<file path="src/rtl/sga_render_pkg.sv">
// Shared constants for the SGA render engine: grid geometry, cell codes,
// FSM state encodings and a small cell-code helper.
package sga_render_pkg;

  localparam int POS_W_DEF      = 8;
  localparam int SIZE_W_DEF     = 6;
  localparam int GRID_CELLS_DEF = 256;

  // Two-bit cell codes stored in the frame buffer.
  localparam logic [1:0] CELL_EMPTY = 2'b00;
  localparam logic [1:0] CELL_BODY  = 2'b01;
  localparam logic [1:0] CELL_HEAD  = 2'b10;
  localparam logic [1:0] CELL_APPLE = 2'b11;

  // Render FSM state codes; also exported on db_state.
  localparam logic [2:0] ST_IDLE  = 3'd0;
  localparam logic [2:0] ST_CLEAR = 3'd1;
  localparam logic [2:0] ST_READY = 3'd2;
  localparam logic [2:0] ST_FETCH = 3'd3;
  localparam logic [2:0] ST_DRAW  = 3'd4;
  localparam logic [2:0] ST_DONE  = 3'd5;

  // Code for a snake segment read from body RAM: first segment is the head.
  function automatic logic [1:0] seg_code(input logic is_head);
    return is_head ? CELL_HEAD : CELL_BODY;
  endfunction

endpackage

</file>
<file path="src/rtl/sga_edge_detector.sv">
// Rising-edge detector with a one-bit history flop. The history resets to 0,
// so an input that is already high when reset releases reads as an edge.
module sga_edge_detector (
  input  logic clock,
  input  logic restart_n,
  input  logic sig_i,
  output logic rise_o
);

  logic prev_d;
  logic prev_q;

  // The history flop simply tracks the input level.
  always_comb begin
    prev_d = sig_i;
  end

  // History flop.
  always_ff @(posedge clock or negedge restart_n) begin
    if (!restart_n) begin
      prev_q <= 1'b0;
    end else begin
      prev_q <= prev_d;
    end
  end

  assign rise_o = sig_i & ~prev_q;

endmodule

</file>
<file path="src/rtl/sga_render_engine.sv">
// SGA render datapath. Each render_count pulse draws one item into the frame
// buffer (erase old tail, head, body segments, apple); a render_clr rising
// edge sweeps the whole grid to EMPTY. Outputs decode registered state.
module sga_render_engine
  import sga_render_pkg::*;
#(
  parameter int POS_W      = POS_W_DEF,
  parameter int GRID_CELLS = GRID_CELLS_DEF,
  parameter int SIZE_W     = SIZE_W_DEF
) (
  input  logic              clock,
  input  logic              restart_n,
  input  logic              render_clr,
  input  logic              render_count,
  input  logic              frame_rearm,
  input  logic [SIZE_W-1:0] snake_size,
  input  logic [POS_W-1:0]  apple_pos,
  output logic [SIZE_W-1:0] body_addr,
  input  logic [POS_W-1:0]  body_data,
  output logic              fb_we,
  output logic [POS_W-1:0]  fb_addr,
  output logic [1:0]        fb_data,
  output logic              render_finish,
  output logic              busy,
  output logic [2:0]        db_state
);

  localparam int IDX_W = SIZE_W + 1;
  localparam logic [POS_W-1:0] CLR_LAST = POS_W'(GRID_CELLS - 1);

  logic [2:0]        state_d, state_q;
  logic [IDX_W-1:0]  idx_d, idx_q;
  logic [SIZE_W-1:0] size_l_d, size_l_q;
  logic              tail_valid_d, tail_valid_q;
  logic [POS_W-1:0]  prev_tail_d, prev_tail_q;
  logic [POS_W-1:0]  next_tail_d, next_tail_q;
  logic [POS_W-1:0]  clr_cnt_d, clr_cnt_q;

  logic              clr_rise_s;
  logic              rearm_ok_s;
  logic [IDX_W-1:0]  last_idx_s;
  logic              is_erase_s, is_apple_s, is_head_s, is_tail_src_s;
  logic [SIZE_W-1:0] size_in_s;
  logic [SIZE_W-1:0] ram_idx_s;

  sga_edge_detector u_clr_edge (
    .clock     (clock),
    .restart_n (restart_n),
    .sig_i     (render_clr),
    .rise_o    (clr_rise_s)
  );

  // Item decode: idx 0 erases the old tail, idx size_l+1 is the apple.
  assign last_idx_s    = {1'b0, size_l_q} + {{SIZE_W{1'b0}}, 1'b1};
  assign is_erase_s    = (idx_q == {IDX_W{1'b0}});
  assign is_apple_s    = (idx_q == last_idx_s);
  assign is_head_s     = (idx_q == {{SIZE_W{1'b0}}, 1'b1});
  assign is_tail_src_s = (idx_q == {1'b0, size_l_q});
  assign ram_idx_s     = idx_q[SIZE_W-1:0] - {{(SIZE_W-1){1'b0}}, 1'b1};
  assign size_in_s     = (snake_size == {SIZE_W{1'b0}}) ? {{(SIZE_W-1){1'b0}}, 1'b1} : snake_size;
  assign rearm_ok_s    = (state_q == ST_READY) || (state_q == ST_FETCH) ||
                         (state_q == ST_DRAW)  || (state_q == ST_DONE);

  // Next-state logic: clear edge beats rearm, rearm beats render_count.
  always_comb begin
    state_d      = state_q;
    idx_d        = idx_q;
    size_l_d     = size_l_q;
    tail_valid_d = tail_valid_q;
    prev_tail_d  = prev_tail_q;
    next_tail_d  = next_tail_q;
    clr_cnt_d    = clr_cnt_q;
    if (clr_rise_s) begin
      state_d      = ST_CLEAR;
      clr_cnt_d    = {POS_W{1'b0}};
      tail_valid_d = 1'b0;
    end else if (frame_rearm && rearm_ok_s) begin
      state_d = ST_READY;
      idx_d   = {IDX_W{1'b0}};
    end else begin
      case (state_q)
        ST_CLEAR: begin
          clr_cnt_d = clr_cnt_q + {{(POS_W-1){1'b0}}, 1'b1};
          if (clr_cnt_q == CLR_LAST) begin
            state_d = ST_READY;
            idx_d   = {IDX_W{1'b0}};
          end else begin
            state_d = ST_CLEAR;
          end
        end
        ST_READY: begin
          if (render_count) begin
            state_d = ST_FETCH;
            // Snake length is frozen for the whole pass at its first item.
            if (is_erase_s) begin
              size_l_d = size_in_s;
            end else begin
              size_l_d = size_l_q;
            end
          end else begin
            state_d = ST_READY;
          end
        end
        ST_FETCH: begin
          state_d = ST_DRAW;
        end
        ST_DRAW: begin
          idx_d = idx_q + {{SIZE_W{1'b0}}, 1'b1};
          // The last body segment becomes the tail to erase on the next pass.
          if (is_tail_src_s) begin
            next_tail_d = body_data;
          end else begin
            next_tail_d = next_tail_q;
          end
          if (is_apple_s) begin
            state_d      = ST_DONE;
            prev_tail_d  = next_tail_q;
            tail_valid_d = 1'b1;
          end else if (render_count) begin
            state_d = ST_FETCH;
          end else begin
            state_d = ST_READY;
          end
        end
        ST_DONE: begin
          state_d = ST_DONE;
        end
        ST_IDLE: begin
          state_d = ST_IDLE;
        end
        default: begin
          state_d = ST_IDLE;
        end
      endcase
    end
  end

  // State and counter registers.
  always_ff @(posedge clock or negedge restart_n) begin
    if (!restart_n) begin
      state_q      <= ST_IDLE;
      idx_q        <= {IDX_W{1'b0}};
      size_l_q     <= {SIZE_W{1'b0}};
      tail_valid_q <= 1'b0;
      prev_tail_q  <= {POS_W{1'b0}};
      next_tail_q  <= {POS_W{1'b0}};
      clr_cnt_q    <= {POS_W{1'b0}};
    end else begin
      state_q      <= state_d;
      idx_q        <= idx_d;
      size_l_q     <= size_l_d;
      tail_valid_q <= tail_valid_d;
      prev_tail_q  <= prev_tail_d;
      next_tail_q  <= next_tail_d;
      clr_cnt_q    <= clr_cnt_d;
    end
  end

  // Output decode: frame buffer port is active only in CLEAR and DRAW.
  always_comb begin
    fb_we     = 1'b0;
    fb_addr   = {POS_W{1'b0}};
    fb_data   = CELL_EMPTY;
    body_addr = {SIZE_W{1'b0}};
    case (state_q)
      ST_CLEAR: begin
        fb_we   = 1'b1;
        fb_addr = clr_cnt_q;
        fb_data = CELL_EMPTY;
      end
      ST_FETCH: begin
        if (!is_erase_s && !is_apple_s) begin
          body_addr = ram_idx_s;
        end else begin
          body_addr = {SIZE_W{1'b0}};
        end
      end
      ST_DRAW: begin
        if (is_erase_s) begin
          fb_we   = tail_valid_q;
          fb_addr = tail_valid_q ? prev_tail_q : {POS_W{1'b0}};
          fb_data = CELL_EMPTY;
        end else if (is_apple_s) begin
          fb_we   = 1'b1;
          fb_addr = apple_pos;
          fb_data = CELL_APPLE;
        end else begin
          fb_we   = 1'b1;
          fb_addr = body_data;
          fb_data = seg_code(is_head_s);
        end
      end
      default: begin
        fb_we = 1'b0;
      end
    endcase
  end

  assign busy          = (state_q == ST_CLEAR) || (state_q == ST_FETCH) || (state_q == ST_DRAW);
  assign render_finish = (state_q == ST_DONE);
  assign db_state      = state_q;

endmodule

</file>
<file path="config.mk">
export PLATFORM = sky130hd
export DESIGN_NAME = sga_render_engine
export DESIGN_NICKNAME = d
export VERILOG_FILES = /design/src/rtl/sga_render_pkg.sv /design/src/rtl/sga_edge_detector.sv /design/src/rtl/sga_render_engine.sv
export SDC_FILE = /design/constraint.sdc
export NUM_CORES = 1
export LEC_CHECK = 0
export BUFFER_PORTS_ARGS = -buffer_cell sky130_fd_sc_hd__buf_4
export CORE_UTILIZATION = 48
export DETAILED_ROUTE_END_ITERATION = 7
export GPL_ROUTABILITY_DRIVEN = 0
export PLACE_DENSITY = 0.74
export SETUP_SLACK_MARGIN = 0.1
export SYNTH_ARGS = -nofsm -noshare
export SYNTH_HDL_FRONTEND = slang
export SYNTH_SLANG_ARGS = --single-unit
</file>
<file path="constraint.sdc">
create_clock -name clock -period 5.3 [get_ports clock]
set_clock_uncertainty 0.1 [all_clocks]
set_input_delay 0.265 -clock clock [delete_from_list [all_inputs] [get_ports clock]]
set_output_delay 0.265 -clock clock [all_outputs]
set_load 0.02 [all_outputs]
</file>
==> run_results.csv, run 1 <==
group,metric,value,unit
yosys,synth.most_common_cell,"dfrtp_1",
power,max-vdd-ir-drop,0.000206,V
power,leakage,1.45,nW
routing,drc,0,
routing,via_per_inst,5.93,
floorplan,core,0.00551,mm²
routing,drt-pass1-iter-count,4,
finish,drive_gt1_share,27.4,%
floorplan,initial_utilization,49.8,%
sta,grt_setup_unrepaired,"false",
global_routing,grt_pass1_wl,11.1,mm
sta,finalCritPeriodShare,66.5,%
routing,wl_per_cell,16.1,µm
global_routing,antenna_found_initial,0,
power,p_sw,0.000483,W
yosys,synthCells,294,
yosys,async_flop_share,100,%
yosys,synth_area_leaders,"dfrtp_1 (38%), mux2_2 (8.6%), xor2_1 (3.2%)",
global_routing,grt_max_degree,43,
finish,final_cells,404,
sta,fmaxAchievable,0.284,GHz
routing,routed_wl,6.49,mm
sta,max_slew_margin,23.7,%
global_routing,overflow,0,
finish,fin_nets,363,
yosys,synth-seq-area-share,38.3,%
yosys,synth_commonest_cells,"dfrtp_1 (42), nand2_1 (22), mux2_2 (21)",
clock_network,ctsResizeCount,0,
sta,tns,0,ns
finish,area_growth,17.9,%
power,p_per_area,378,mW/mm²
clock_network,cts_max_level,2,
yosys,synth_top_cell_by_area,"dfrtp_1",
yosys,synth_area,0.00274,mm²
clock_network,clockBufferDepth,2,
clock_network,cts_buffers,5,
yosys,synthFlopType,"dfrtp_1",
power,power_frac_clock,20.9,%
yosys,synth.distinct_cells,57,
floorplan,dieArea,0.00602,mm²
worst_setup_path,cp_data_arrival_time,3.16,ns
job,max_cap_viol_count,0,
yosys,syn_avg_cell_area,9.33,µm²
floorplan,dieWidth,77.6,µm
clock_network,ctsHoldBuffers,2,
placement,dp.cells,394,
yosys,yosys_warnings,0,
sta,hold_viol_final,0,
worst_setup_path,endpoint_kind,"primary output",
floorplan,die-height,77.6,µm
finish,finalInstanceArea,0.00323,mm²
yosys,synth.top_cell.area_share,38.3,%
finish,filler_cell_count,500,
placement,placed_cell_area,0.00310,mm²
clock_network,root_buffer,"clkbuf_8",
routing,ant_nets,0,
yosys,ys_ff_latch,42,
clock_network,cts.sinks,42,
clock_network,cts_tree,"yes",
clock_network,post_cts_buffers,0,
finish,n_antenna_cell,0,
placement,dp_hpwl,4.76,mm
yosys,synth_edf_count,0,
power,seqPwrFrac,38.9,%
sta,hold_slack,0.109,ns
routing,via_count,2395,
sta,setup_violations,0,
global_routing,grt_use_total,23.4,%
global_routing,grt_pass1_vias,2253,
worst_setup_path,cp_max_fo,15,
power,p_comb_share,40.2,%
hold_path,hp-class,"in2reg",
worst_setup_path,required,4.93,ns
sta,drv_slew,0,
power,internal_power,0.000739,W
worst_setup_path,start_kind,"register",
floorplan,ioPinCount,49,
sta,fin_crit,3.53,ns
clock_network,insertion_delay,0.29,ns
run_status,status,"finished clean",
routing,drtIter0Drc,163,
sta,tightest_slew,1.13,ns
floorplan,rows,27,
clock_network,clkTransAtPathRegs,0.08,ns
power,p_sw_share,39.5,%
yosys,syn-num-nets,326,
placement,io_buffer_count,48,
worst_setup_path,worstSetupPathType,"reg2out",
## path summary, 6_finish.rpt
| check | slack [ns] | cells past startpoint | start | endpoint |
|---|---|---|---|---|
| worst max-delay path | 1.77 | 7 | size_l_q[0]$_DFFE_PN0P_ | fb_addr[7] |
| max in group asynchronous | 4.34 | 2 | restart_n | size_l_q[2]$_DFFE_PN0P_ |
| worst min register to register | 0.41 | 1 | next_tail_q[6]$_DFFE_PN0P_ | prev_tail_q[6]$_DFFE_PN0P_ |
| worst min-delay path | 0.11 | 2 | body_data[1] | next_tail_q[1]$_DFFE_PN0P_ |
| min in group asynchronous | 0.38 | 2 | restart_n | db_state[1]$_DFF_PN0_ |
| worst max register to register | 2.46 | 6 | size_l_q[0]$_DFFE_PN0P_ | db_state[1]$_DFF_PN0_ |
## worst max-delay path: stages, from the launching register on
cell       delay, ns
dfrtp_1         0.48
ha_1            0.34
and3b_1         0.20
o22ai_1         0.11
a2111oi_4       0.76
o21a_1          0.56
o311ai_0        0.21
buf_4           0.20
## power by group through the flow
stage	registers [W]	logic, W	clock network, W
2_1_floorplan	0.000437	0.000392	0
3_3_place_gp	0.000477	0.000484	0
3_5_place_dp	0.000479	0.000489	0
4_1_cts	0.000473	0.000493	0.000259
5_1_grt	0.000489	0.000543	0.000275
6_report	0.000476	0.000491	0.000255
## per-layer routing
layer,share of wire [%],track usage [%],vias to the layer above
met4,1.3,7.36,0
met1,45,31.3,1159
met2,48,38.5,72
met5,0,0,-
li1,-,-,1157
met3,5.5,3.88,7
## state kept, by name (all words and copies together), names as in the netlist
register,cells
tail_valid_q,1
size_l_q,6
clr_cnt_q,8
u_clr_edge.prev_q,1
next_tail_q,8
idx_q,7
prev_tail_q,8
db_state,3
## cell usage in the layout, fill, tap and decap left out, types with 2 or more instances in the layout
cell type       n
mux2_2         21
dlygate4sd3_1   2
or2_2           3
xnor2_1         8
nor3b_1         2
o31a_1          2
nand4_1         4
buf_4          50
nand2_1        22
xor2_1         10
or3_1           3
ha_1            5
a21oi_1         9
nand3b_1        2
nor2_1         19
o311ai_1        3
o2111ai_1       9
o21a_1          2
nand3_1         7
o21ai_1         2
o31ai_1         2
nor2b_1         3
nand2b_1        5
dfrtp_1        42
clkbuf_8        5
nor3_1         15
inv_1          15
o21ai_0        13
nor4_1          4
a31oi_1         4
o311ai_0        5
a22oi_1         8
## area by class of cell
cell class	count	area, µm²	area share [%]
flip-flops and latches	42	1050	32.5
inverters	15	56.3	1.74
clock buffers	6	72.6	2.24
clock inverters	2	37.5	1.16
multi-input cells	215	1530	47.4
well taps	72	90.1	2.79
repair buffers	52	395	12.2
## metrics by stage
stage	power [W]	util, %	setup WS, ns
finish	0.00122	58.7	1.77
global route	0.00131	58.7	1.51
detailed placement	0.000968	56.4	2.14
global placement	0.000961	56.4	2.23
floorplan	0.000829	-	2.75
CTS	0.00123	58.7	1.80
## cell families (layout without fill, tap and decap cells)
kind of cell / count (synthesis) / after routing / synth area share, %
AND/OR/NAND/NOR: 98 / 98 / 18.7
AO/OA/AOI/OAI: 72 / 72 / 20.1
flip-flops: 42 / 42 / 38.3
buffers and inverters: 37 / 75 / 5.88
multiplexers: 22 / 22 / 8.98
XOR/XNOR: 18 / 18 / 5.75
adder cells (fa/ha/maj): 5 / 5 / 2.28
No activity file was read; power rests on OpenSTA's default activity.
==> inputs of run 2 (changes only) <==
--- a/config.mk
+++ b/config.mk
@@ -9,7 +9,7 @@
 export CORE_UTILIZATION = 48
 export DETAILED_ROUTE_END_ITERATION = 7
 export GPL_ROUTABILITY_DRIVEN = 0
-export PLACE_DENSITY = 0.74
+export PLACE_DENSITY = 0.77
 export SETUP_SLACK_MARGIN = 0.1
 export SYNTH_ARGS = -nofsm -noshare
 export SYNTH_HDL_FRONTEND = slang
==> constraint.sdc (replaced) <==
create_clock -name clock -period 3.1 [get_ports clock]
set_clock_uncertainty 0.1 [all_clocks]
set_input_delay 0.155 -clock clock [delete_from_list [all_inputs] [get_ports clock]]
set_output_delay 0.155 -clock clock [all_outputs]
set_load 0.02 [all_outputs]
==> run 2 against run 1 <==
  * Wire length is 2.8% higher
  * Combinational power is 79% higher
  * Die area stayed put
  * Register-to-register slack worse by 1.8 ns
  * First-iteration DRC count is 23% higher
  * Cell count is 3.0% higher
  * Critical path type unchanged
==> run_results.csv, run 2 (synthesized netlist as in run 1, its figures left out) <==
group,metric,value,unit
global_routing,overflow,0,
clock_network,clkTransAtPathRegs,0.08,ns
finish,mostFrequentLayoutCells,"buf_4 (52), dfrtp_1 (40), nand2_1 (22)",
sta,grt_setup_unrepaired,"false",
power,power_frac_clock,17.2,%
worst_setup_path,cp_cell_sequence,"ha_2 > a21oi_1 > o211a_1 > o31a_2 > o21a_2 > o311ai_0 > buf_4",
worst_setup_path,required,2.84,ns
power,max-vdd-ir-drop,0.000425,V
power,p_comb_share,42.9,%
floorplan,core,0.00551,mm²
worst_setup_path,cp_data_arrival_time,2.58,ns
sta,hold_viol_final,0,
routing,routed_wl,6.67,mm
worst_setup_path,start_kind,"register",
sta,tightest_slew,0.581,ns
power,p_sw,0.000843,W
floorplan,rows,27,
global_routing,antenna_found_initial,0,
finish,drive_gt1_share,28.5,%
sta,setup_violations,0,
hold_path,hp-class,"in2reg",
sta,fin_crit,2.84,ns
placement,dp_hpwl,4.68,mm
worst_setup_path,worstSetupPathType,"reg2out",
floorplan,die-height,77.6,µm
worst_setup_path,cp_max_fo,15,
global_routing,grt_use_total,23.2,%
global_routing,grt_pass1_wl,10.9,mm
placement,io_buffer_count,48,
placement,placed_cell_area,0.00312,mm²
sta,tns,0,ns
global_routing,grt_max_degree,43,
clock_network,cts.sinks,42,
routing,drc,0,
global_routing,grt_pass1_vias,2293,
power,leakage,1.49,nW
clock_network,clockBufferDepth,2,
routing,drt-pass1-iter-count,4,
routing,via_per_inst,5.88,
floorplan,dieWidth,77.6,µm
sta,fin_ws,0.264,ns
sta,max_slew_margin,60.9,%
clock_network,cts_buffers,5,
sta,hold_slack,0.00190,ns
worst_setup_path,max_stage_delay,0.45,ns
finish,area_growth,21.8,%
power,p_total,0.00205,W
finish,layout_commonest_cell,"buf_4",
floorplan,dieArea,0.00602,mm²
routing,ant_nets,0,
clock_network,root_buffer,"clkbuf_8",
routing,drtIter0Drc,200,
power,p_sw_share,41.2,%
routing,wl_per_cell,16.0,µm
power,internal_power,0.00120,W
routing,via_count,2447,
sta,drv_slew,0,
clock_network,cts_max_level,2,
sta,fmaxAchievable,0.353,GHz
worst_setup_path,endpoint_kind,"primary output",
sta,finalCritPeriodShare,91.5,%
finish,reg.largest.list,"clr_cnt_q x8, next_tail_q x8, prev_tail_q x8",
floorplan,initial_utilization,49.8,%
clock_network,cts_tree,"yes",
job,max_cap_viol_count,0,
floorplan,ioPinCount,49,
finish,n_antenna_cell,0,
finish,fin_nets,376,
power,seqPwrFrac,39.9,%
run_status,status,"finished clean",
placement,post-place-ws,0.296,ns
worst_setup_path,crit_path_top_delay_cell,"dfrtp_2",
clock_network,insertion_delay,0.30,ns
finish,finalInstanceArea,0.00334,mm²
power,p_per_area,613,mW/mm²
## run 2: per-stage QoR
| stage | cells | util (%) |
|---|---|---|
| after floorplan | 294 | - |
| after global placement | 396 | 56.6 |
| after detailed placement | 396 | 56.6 |
| after CTS | 415 | 60.4 |
| after global routing | 416 | 60.7 |
| final | 416 | 60.7 |
## run 2: critical path, delay by kind of cell, from the launching register on
family	cells	cell delay (ns)
DFF	1	0.45
adders and majority gates	1	0.28
buffers and inverters	1	0.21
AOI/OAI and AO/OA	5	1.33
## run 2: layer usage
metal	vias up	part of all wire, %	GRT usage [%]
met4	0	2.2	9.62
li1	1177	-	-
met3	15	5.9	4.12
met5	-	0	0
met2	84	47	37.3
met1	1171	45	30.7
## run 2: final timing paths
check	start	to	slack (ns)	cells past startpoint
setup / recovery	size_l_q[1]$_DFFE_PN0P_	fb_addr[4]	0.26	7
hold / removal	body_data[2]	next_tail_q[2]$_DFFE_PN0P_	0.002	2
setup reg to reg	idx_q[4]$_DFFE_PN0P_	prev_tail_q[6]$_DFFE_PN0P_	0.63	6
hold reg to reg	next_tail_q[0]$_DFFE_PN0P_	next_tail_q[0]$_DFFE_PN0P_	0.41	1
max in group asynchronous	restart_n	size_l_q[1]$_DFFE_PN0P_	2.20	2
min in group asynchronous	restart_n	tail_valid_q$_DFFE_PN0P_	0.28	2
## run 2: area by class of cell
class                           count  area (µm²)
Timing Repair Buffer               65         520
Sequential cell                    42        1050
Inverter                           15        56.3
Clock inverter                      2        15.0
Tap cell                           72        90.1
Fill cell                         472        2170
Multi-Input combinational cell    215        1540
Clock buffer                        5        68.8
## run 2: power by group through the flow
stage               clock network (W)  registers, W  logic, W
CTS                          0.000359      0.000813  0.000875
floorplan                           0      0.000748  0.000670
finish                       0.000352      0.000816  0.000879
detailed placement                  0      0.000822  0.000856
global route                 0.000372      0.000837  0.000960
global placement                    0      0.000817  0.000842
## run 2: what timing repair did
item,CTS,global route
hold buffers,12,1
gates resized for setup,3,5
pin swaps,0,0
setup buffers,0,0
hold endpoints to repair,53,1
endpoints found under the setup margin,14,15
==> inputs of run 3 (changes only) <==
--- a/config.mk
+++ b/config.mk
@@ -6,10 +6,10 @@
 export NUM_CORES = 1
 export LEC_CHECK = 0
 export BUFFER_PORTS_ARGS = -buffer_cell sky130_fd_sc_hd__buf_4
-export CORE_UTILIZATION = 48
+export CORE_UTILIZATION = 50
 export DETAILED_ROUTE_END_ITERATION = 7
 export GPL_ROUTABILITY_DRIVEN = 0
-export PLACE_DENSITY = 0.77
+export PLACE_DENSITY = 0.8
 export SETUP_SLACK_MARGIN = 0.1
 export SYNTH_ARGS = -nofsm -noshare
 export SYNTH_HDL_FRONTEND = slang
==> run 3 against run 2 <==
  * Sequential share of layout area up 0.20 points
  * Critical path type unchanged
  * Largest cell class unchanged
  * Power up 1.3%
  * Combinational power up 0.5%
==> run_results.csv, run 3 (synthesized netlist as in run 1, its figures left out) <==
group,metric,value,unit
run_status,status,"finished clean",
clock_network,clkTransAtPathRegs,0.08,ns
worst_setup_path,rr_worst_depth,6,
worst_setup_path,reg2reg_from,"idx_q[4]$_DFFE_PN0P_",
routing,via_per_inst,5.94,
routing,drtIter0Drc,331,
global_routing,antenna_found_initial,0,
finish,drive_gt1_share,28.9,%
routing,drc,0,
finish,reg.largest.list,"clr_cnt_q x8, next_tail_q x8, prev_tail_q x8",
worst_setup_path,rrSetupSlack,0.67,ns
sta,tns,0,ns
clock_network,cts.sinks,42,
routing,wl_met2,3.32,mm
routing,top_layer,"met4",
power,power_frac_clock,17.9,%
finish,layout_commonest_cell,"buf_4",
worst_setup_path,critPathBufInv,1,
sta,fin_crit,2.83,ns
routing,drt-pass1-iter-count,7,
global_routing,grt_pass1_wl,10.8,mm
sta,drv_slew,0,
finish,final_cells,412,
worst_setup_path,crit_path_top_delay_cell,"dfrtp_2",
routing,ant_nets,0,
power,p_comb_share,42.6,%
clock_network,root_buffer,"clkbuf_8",
power,seqPwrFrac,39.5,%
hold_path,hp-class,"in2reg",
clock_network,insertion_delay,0.29,ns
finish,filler_cell_count,436,
clock_network,cts_max_level,2,
finish,area_growth,21.0,%
worst_setup_path,start_kind,"register",
placement,dp_hpwl,4.75,mm
clock_network,cts_tree,"yes",
worst_setup_path,endpoint_kind,"primary output",
power,p_sw,0.000844,W
worst_setup_path,max_stage_delay,0.44,ns
job,max_cap_viol_count,0,
placement,post-place-ws,0.338,ns
worst_setup_path,r2r_end,"prev_tail_q[7]$_DFFE_PN0P_",
finish,n_antenna_cell,0,
global_routing,grt_max_degree,43,
floorplan,ioPinCount,49,
sta,tightest_slew,0.657,ns
sta,fin_ws,0.272,ns
hold_path,hold_end,"size_l_q[4]$_DFFE_PN0P_",
floorplan,dieArea,0.00579,mm²
global_routing,grt_use_total,23.4,%
floorplan,rows,26,
worst_setup_path,cp_max_fo,15,
worst_setup_path,cp_data_arrival_time,2.57,ns
clock_network,cts_buffers,5,
floorplan,dieWidth,76.1,µm
finish,finalInstanceArea,0.00332,mm²
sta,setup_violations,0,
finish,fin_nets,373,
sta,max_slew_margin,55.8,%
power,p_per_area,625,mW/mm²
placement,placed_cell_area,0.00312,mm²
placement,dp.cells,394,
worst_setup_path,required,2.84,ns
clock_network,clockBufferDepth,2,
routing,wl_met3,483,µm
sta,finalCritPeriodShare,91.2,%
hold_path,hold_depth,2,
sta,grt_setup_unrepaired,"false",
floorplan,core,0.00520,mm²
sta,fmaxAchievable,0.354,GHz
routing,routed_wl,6.72,mm
worst_setup_path,worstSetupPathType,"reg2out",
power,max-vdd-ir-drop,0.000390,V
global_routing,grt_pass1_vias,2269,
placement,io_buffer_count,48,
routing,via_count,2449,
finish,fin_util,63.8,%
power,leakage,1.49,nW
floorplan,initial_utilization,52.7,%
power,p_sw_share,40.7,%
global_routing,overflow,0,
routing,wl_met1,2.82,mm
worst_setup_path,cp_cell_sequence,"ha_2 > a21oi_1 > o211a_1 > o31a_2 > o21a_2 > o311ai_0 > buf_4",
sta,hold_viol_final,0,
routing,wl_per_cell,16.3,µm
hold_path,hp-start,"snake_size[4]",
finish,mostFrequentLayoutCells,"buf_4 (52), dfrtp_1 (40), nand2_1 (22)",
power,internal_power,0.00123,W
floorplan,die-height,76.1,µm
worst_setup_path,crit_family,"compound AO/OA/AOI/OAI gates",
==> run 3: changes by cell type in the layout (fill, tap and decap cells not counted) <==
cell           previous run  this run
o311ai_0                  2         4
clkinv_2                  0         1
dlygate4sd3_1            13        10
clkbuf_8                  5         6
o311ai_1                  6         4
clkinvlp_4                2         1
==> run 3: worst max-delay path by stage <==
stage,depth (start not counted),slack [ns],start,end
after floorplan,6,0.66,size_l_q[0]$_DFFE_PN0P_,fb_addr[0]
after global placement,6,0.43,idx_q[5]$_DFFE_PN0P_,fb_addr[0]
after detailed placement,6,0.34,idx_q[5]$_DFFE_PN0P_,fb_addr[4]
after CTS,7,0.11,size_l_q[1]$_DFFE_PN0P_,fb_addr[4]
after global routing,7,0.13,idx_q[4]$_DFFE_PN0P_,fb_data[0]
final,7,0.27,size_l_q[0]$_DFFE_PN0P_,fb_addr[4]
==> run 3: power groups by stage <==
stage / Combinational (W) / Sequential, W / Clock (W)
after floorplan: 0.000670 / 0.000748 / 0
after global placement: 0.000834 / 0.000816 / 0
after detailed placement: 0.000853 / 0.000822 / 0
after CTS: 0.000871 / 0.000812 / 0.000380
after global routing: 0.000963 / 0.000837 / 0.000403
final: 0.000883 / 0.000819 / 0.000371
==> run 3: final cells by class <==
class                           instances  area, µm²  area share [%]
Sequential cell                        42       1050            31.7
Clock buffer                            6       82.6            2.49
Inverter                               15       56.3            1.70
Timing Repair Buffer                   62        490            14.8
Clock inverter                          2       12.5           0.377
Multi-Input combinational cell        215       1540            46.3
Tap cell                               70       87.6            2.64
==> run 3: timing repair <==
action,in CTS,in global routing
resized for setup,1,5
pin swaps,0,0
endpoints found under the setup margin,14,16
buffers inserted,0,0
hold buffers,6,4
endpoints found under the hold margin,47,4
==> run 3: metrics by stage <==
stage	hold slack, ns	power, W
global route	0.00387	0.00220
floorplan	-0.241	0.00142
global placement	0.0782	0.00165
CTS	0.000250	0.00206
detailed placement	0.0828	0.00168
finish	0.00845	0.00207
==> run 3: layer usage <==
metal  global-route usage, %  vias to the layer above
li1                        -                     1172
met1                    29.8                     1163
met2                    39.8                      104
met3                    4.79                       10
met4                    7.31                        0
met5                       0                        -
